[src/rtl/fb_pkg.sv]
// ============================================================================
// Module      : fb_pkg
// Description : Shared types and constants for the frame-buffer port B path.
// Revision    : 1.0 - initial release
// ============================================================================
`default_nettype none

package fb_pkg;

  localparam int FB_ADDR_W     = 19;
  // Cycles from request acceptance to read data at the requester.
  localparam int FB_RD_LATENCY = 2;

  typedef enum logic {
    OWN_DISP   = 1'b0,
    OWN_WRITER = 1'b1
  } fb_owner_e;

  typedef struct packed {
    logic      valid;
    fb_owner_e owner;
  } fb_rd_tag_t;

endpackage

`default_nettype wire

[src/rtl/fb_rd_tag_pipe.sv]
// ============================================================================
// Module      : fb_rd_tag_pipe
// Description : Read-return tag shift register, depth equal to memory latency.
// Revision    : 1.0 - initial release
// ============================================================================
`default_nettype none

module fb_rd_tag_pipe
  import fb_pkg::*;
#(
  parameter int DEPTH = FB_RD_LATENCY
) (
  input  logic       clk,
  input  logic       reset_n,
  input  logic       flush,
  input  fb_rd_tag_t tag_in,
  output fb_rd_tag_t tag_out
);

  fb_rd_tag_t [DEPTH-1:0] r_stage;

  generate
    if (DEPTH == 1) begin : g_single
      always_ff @(posedge clk or negedge reset_n) begin
        if (!reset_n) begin
          r_stage <= '0;
        end else if (flush) begin
          r_stage <= '0;
        end else begin
          r_stage[0] <= tag_in;
        end
      end
    end else begin : g_shift
      always_ff @(posedge clk or negedge reset_n) begin
        if (!reset_n) begin
          r_stage <= '0;
        end else if (flush) begin
          r_stage <= '0;
        end else begin
          r_stage <= {r_stage[DEPTH-2:0], tag_in};
        end
      end
    end
  endgenerate

  assign tag_out = r_stage[DEPTH-1];

endmodule

`default_nettype wire

[src/rtl/fb_port_arbiter.sv]
// ============================================================================
// Module      : fb_port_arbiter
// Description : Two-requester arbiter for memory port B, display has priority
//               with a starvation guard for the pixel writer.
// Revision    : 1.0 - initial release
// ============================================================================
`default_nettype none

module fb_port_arbiter
  import fb_pkg::*;
#(
  parameter int ADDR_W   = FB_ADDR_W,
  parameter int MAX_WAIT = 8
) (
  input  logic              clk,
  input  logic              reset_n,
  input  logic              d_valid,
  output logic              d_ready,
  input  logic [ADDR_W-1:0] d_addr,
  output logic              d_rvalid,
  output logic [7:0]        d_rdata,
  input  logic              w_valid,
  output logic              w_ready,
  input  logic              w_write,
  input  logic [ADDR_W-1:0] w_addr,
  input  logic [7:0]        w_wdata,
  output logic              w_rvalid,
  output logic [7:0]        w_rdata,
  output logic [ADDR_W-1:0] m_address,
  output logic              m_chipselect,
  output logic              m_write,
  output logic [7:0]        m_writedata,
  output logic              m_clken,
  input  logic [7:0]        m_readdata
);

  localparam logic [7:0] c_max_wait = 8'(MAX_WAIT);
  localparam logic [7:0] c_cnt_sat  = 8'hFF;

  logic [7:0]        r_wait_cnt;
  logic              r_cs;
  logic              r_wr;
  logic [ADDR_W-1:0] r_addr;
  logic [7:0]        r_wdata;

  logic       w_starve;
  logic       w_disp_acc;
  logic       w_wr_acc;
  fb_rd_tag_t w_tag_in;
  fb_rd_tag_t w_tag_out;

  // Starve only matters while the writer is actually asking.
  assign w_starve   = (r_wait_cnt >= c_max_wait);
  assign d_ready    = d_valid && !(w_starve && w_valid);
  assign w_ready    = w_valid && (w_starve || !d_valid);
  assign w_disp_acc = d_valid && d_ready;
  assign w_wr_acc   = w_valid && w_ready;

  always_ff @(posedge clk or negedge reset_n) begin
    if (!reset_n) begin
      r_wait_cnt <= '0;
    end else if (!w_valid || w_wr_acc) begin
      r_wait_cnt <= '0;
    end else if (r_wait_cnt != c_cnt_sat) begin
      r_wait_cnt <= r_wait_cnt + 8'd1;
    end
  end

  always_ff @(posedge clk or negedge reset_n) begin
    if (!reset_n) begin
      r_cs    <= 1'b0;
      r_wr    <= 1'b0;
      r_addr  <= '0;
      r_wdata <= '0;
    end else begin
      r_cs <= w_disp_acc || w_wr_acc;
      r_wr <= w_wr_acc && w_write;
      if (w_disp_acc) begin
        r_addr <= d_addr;
      end else if (w_wr_acc) begin
        r_addr <= w_addr;
      end
      if (w_wr_acc && w_write) begin
        r_wdata <= w_wdata;
      end
    end
  end

  always_comb begin
    w_tag_in       = '0;
    w_tag_in.valid = w_disp_acc || (w_wr_acc && !w_write);
    w_tag_in.owner = w_wr_acc ? OWN_WRITER : OWN_DISP;
  end

  fb_rd_tag_pipe #(
    .DEPTH (FB_RD_LATENCY)
  ) u_rd_tag_pipe (
    .clk     (clk),
    .reset_n (reset_n),
    .flush   (1'b0),
    .tag_in  (w_tag_in),
    .tag_out (w_tag_out)
  );

  assign m_address    = r_addr;
  assign m_chipselect = r_cs;
  assign m_write      = r_wr;
  assign m_writedata  = r_wdata;
  assign m_clken      = 1'b1;

  assign d_rvalid = w_tag_out.valid && (w_tag_out.owner == OWN_DISP);
  assign w_rvalid = w_tag_out.valid && (w_tag_out.owner == OWN_WRITER);
  assign d_rdata  = m_readdata;
  assign w_rdata  = m_readdata;

endmodule

`default_nettype wire

[config.mk]
export PLATFORM = sky130hd
export DESIGN_NAME = fb_port_arbiter
export DESIGN_NICKNAME = d
export VERILOG_FILES = /design/src/rtl/fb_pkg.sv /design/src/rtl/fb_rd_tag_pipe.sv /design/src/rtl/fb_port_arbiter.sv
export SDC_FILE = /design/constraint.sdc
export NUM_CORES = 1
export LEC_CHECK = 0
export CAP_MARGIN = 20
export CORE_UTILIZATION = 43
export CTS_CLUSTER_DIAMETER = 40
export DETAILED_ROUTE_END_ITERATION = 10
export MAX_ROUTING_LAYER = met4
export PLACE_DENSITY_LB_ADDON = 0.2
export SLEW_MARGIN = 40
export SYNTH_ARGS = -nofsm -noshare
export SYNTH_HDL_FRONTEND = slang
export SYNTH_SLANG_ARGS = --single-unit
export TNS_END_PERCENT = 20
[constraint.sdc]
create_clock -name clk -period 3.5 [get_ports clk]
set_input_delay 0.525 -clock clk [delete_from_list [all_inputs] [get_ports clk]]
set_output_delay 0.525 -clock clk [all_outputs]
set_load 0.1 [all_outputs]
==> results_dict.tcl <==
set metrics [dict create \
    ys_warn_count 0 \
    hold_violations 0 \
    dpl.hpwl_mm 3.213 \
    crit_arrival_ps 2180 \
    core_area_um2 4723 \
    clock_latency_ps 300 \
    comb_power_share 0.344 \
    status "finished, final reports clean" \
    dieWidth_um 72.15 \
    routed_wl_mm 4.805 \
    hold_class "input pin to asynchronous set/reset pin" \
    gp_congestion 0.8259 \
    num_rows 25 \
    clock-root-buffer "clkbuf_8" \
    place_ws_ps 800.5 \
    fp.dieH_um 72.15 \
    dieArea_um2 5205 \
    muxShareOfSynthArea 0.04258 \
    syn_area_um2 2116 \
    netSwitchingPower_w 0.0005783 \
    cts_setup_buffers 0 \
    tns_ps 0 \
    path_cells "clkdlybuf4s50_1, or4b_4, o21ai_4, and2_1, buf_12" \
    drt_iter0_markers 140 \
    yosys.area_share.simple 0.1490 \
    initial_core_util 0.4479 \
    seq_power_share 0.357 \
    cts_tree "done" \
    clock-sinks 41 \
    slew_headroom 0.6431 \
    clkSlewWorstSetupHoldPaths_ps 80 \
    wire_per_inst_um 14.17 \
    rsz0062_at_grt "false" \
    p_int_w 0.0009241 \
    syn_avg_cell_area_um2 10.17 \
    final_common_cell "clkdlybuf4s50_1" \
    yosys_register_bits 41 \
    synth_cells 208 \
    post-route-period-util 0.7729 \
    pin_count 109 \
    nFillCells 408 \
    slowest_stage "or4b_4" \
    synth_compound_area_frac 0.1993 \
    ir_drop_mv 0.2443 \
    area_delta_synth_final_pct 35.13 \
    multiInputGateArea_um2 873.3 \
    antenna_found_initial 0 \
    drc 0 \
    io_buffers 83 \
    setup_ws_ps 794.9 \
    grt_pass1_wl_mm 7.748 \
    setup_viol 0 \
    fmax_mhz 369.7 \
    synth_xor_area_frac 0 \
    p_leak_nw 1.154 \
    clk_path_buf_depth 2 \
    critPathKind "input pin to primary output" \
    dr.pass1.iters 6 \
    yosys.area_share.adder 0.01183 \
    seq_area_um2 1026 \
    vias 1762 \
    cp-start-kind "input pin" \
    cp.required_ps 2970 \
    detail-route-antenna-nets 0 \
    grt-ovfl-total 0 \
    synth_top_family_by_area "compound AO/OA/AOI/OAI gates" \
    viasPerCell 5.198 \
    cts_buffers 5 \
    fin_crit_ps 2705 \
    grt_usage 0.2021 \
    cp_num_buf_inv 2 \
    grt_max_degree 43 \
    dp.cells 331 \
    drive_gt1_frac 0.2243 \
    slowest_delay_ps 610 \
    ctsHoldBuffers 0 \
    grt_busiest_layer "met2" \
    p_sw_frac 0.3849 \
    layout_common_cells "clkdlybuf4s50_1, dfrtp_1, buf_2, a31oi_1, nand3_1" \
    maxSlewViolCount 0 \
    fin_cells 339 \
    tightest_slew_ps 533.0 \
    seq_area_frac_synth 0.4849 \
    grt_use_met1 0.2815 \
    met2_usage 0.2835 \
    p_per_area_nw_per_um2 525.5 \
    yosys.cell_types.count 29 \
    max-cap-violations 0 \
    crit_family "simple AND/OR/NAND/NOR gates" \
    cp-end-kind "primary output" \
    antennaDiodeCount 0 \
    dpl-instance-area_um2 2725 \
    nNetsFinal 332 \
    use_met3 0.05000 \
    grt_pass1_vias 1630 \
    htree_num_levels 2 \
    fin_area_um2 2859 \
    crit_fanout 20 \
    finClkSkew_ps 7.529 \
    post_cts_resized 0 \
    clockPowerShare 0.299 \
]
==> Yosys cell counts <==
master	number	area, um^2
and2_1	2	12.51
nand3_1	20	100.1
clkbuf_1	11	41.29
mux2_2	8	90.09
or4b_4	1	13.76
buf_2	4	20.02
a31oi_1	21	131.4
a211oi_1	19	142.6
conb_1	2	7.510
o21ai_1	5	25.02
nor4b_4	1	23.77
and2b_1	1	7.510
buf_4	17	127.6
a21oi_1	2	10.01
and4_1	1	8.760
o21ai_4	1	16.27
ha_1	2	25.02
nand2_1	1	3.750
nor2_1	2	7.510
nand4_1	1	6.260
nor2b_1	19	118.9
inv_1	5	18.77
o21ai_0	14	70.07
a21oi_2	1	8.760
a22o_1	1	8.760
dfrtp_1	41	1026
o2111ai_1	1	8.760
or2_2	2	12.51
buf_6	2	22.52
==> per-layer routing <==
layer,wire length [um],part of all wire,vias to the layer above
li1,-,-,856
met1,2308,0.48,823
met2,2058,0.43,78
met3,367,0.076,5
met4,70,0.015,0
met5,0,0,-
==> cells by family (layout without fill, tap and decap cells) <==
family,Yosys count,count (layout)
multiplexers,8,8
AND/OR/NAND/NOR,51,51
adder cells (fa/ha/maj),2,2
flip-flops,41,41
AO/OA/AOI/OAI,65,65
buffers and inverters,39,100
other,2,5
==> final cells by class <==
type,instances,area share
Inverter,5,0.006565
Clock buffer,5,0.02407
Tap cell,67,0.02932
Multi-Input combinational cell,131,0.3055
Clock inverter,3,0.02276
Sequential cell,41,0.3589
Timing Repair Buffer,87,0.2530
==> path summary, 6_finish.rpt <==
| check | startpoint | endpoint | slack [ps] | depth (start not counted) |
|---|---|---|---|---|
| max | d_valid | d_ready | 790 | 5 |
| min | reset_n | u_rd_tag_pipe.tag_out[0] | 200 | 1 |
| max reg2reg | r_wait_cnt[6] | m_writedata[4] | 1800 | 3 |
| min reg2reg | u_rd_tag_pipe.r_stage[1] | u_rd_tag_pipe.tag_out[1] | 350 | 0 |
| max in group asynchronous | reset_n | m_address[1] | 2950 | 1 |
| min in group clk | u_rd_tag_pipe.r_stage[1] | u_rd_tag_pipe.tag_out[1] | 350 | 0 |
==> per-stage QoR <==
stage / power, W / hold WS [ps] / util
4_1_cts: 0.001514 / 204.3 / 0.6053
3_5_place_dp: 0.001064 / 334.7 / 0.5770
5_1_grt: 0.001553 / 233.8 / 0.6053
6_report: 0.001502 / 195.3 / 0.6053
3_3_place_gp: 0.001098 / 335.6 / 0.6093
2_1_floorplan: 0.001016 / 229.4 / -
==> sequential cells by signal, summed over array words and instances (netlist names) <==
register and cells:
m_write 1, r_wait_cnt 8, u_rd_tag_pipe.tag_out 2, m_address 19
m_chipselect 1, u_rd_tag_pipe.r_stage 2, m_writedata 8
==> power by group through the flow <==
stage / Clock (W) / Sequential [W] / Combinational [W]
final: 0.000450 / 0.000536 / 0.000517
after global placement: 0 / 0.000546 / 0.000552
after floorplan: 0 / 0.000817 / 0.000199
after detailed placement: 0 / 0.000545 / 0.000518
after CTS: 0.000459 / 0.000536 / 0.000519
after global routing: 0.000474 / 0.000542 / 0.000537
==> worst reg2reg max path, cell delays in order, from the launching register on <==
cell and delay [ps]:
dfrtp_1 440, nor4b_4 560, a21oi_2 260, mux2_2 330
Note: power is estimated with default switching activity, not from simulation.
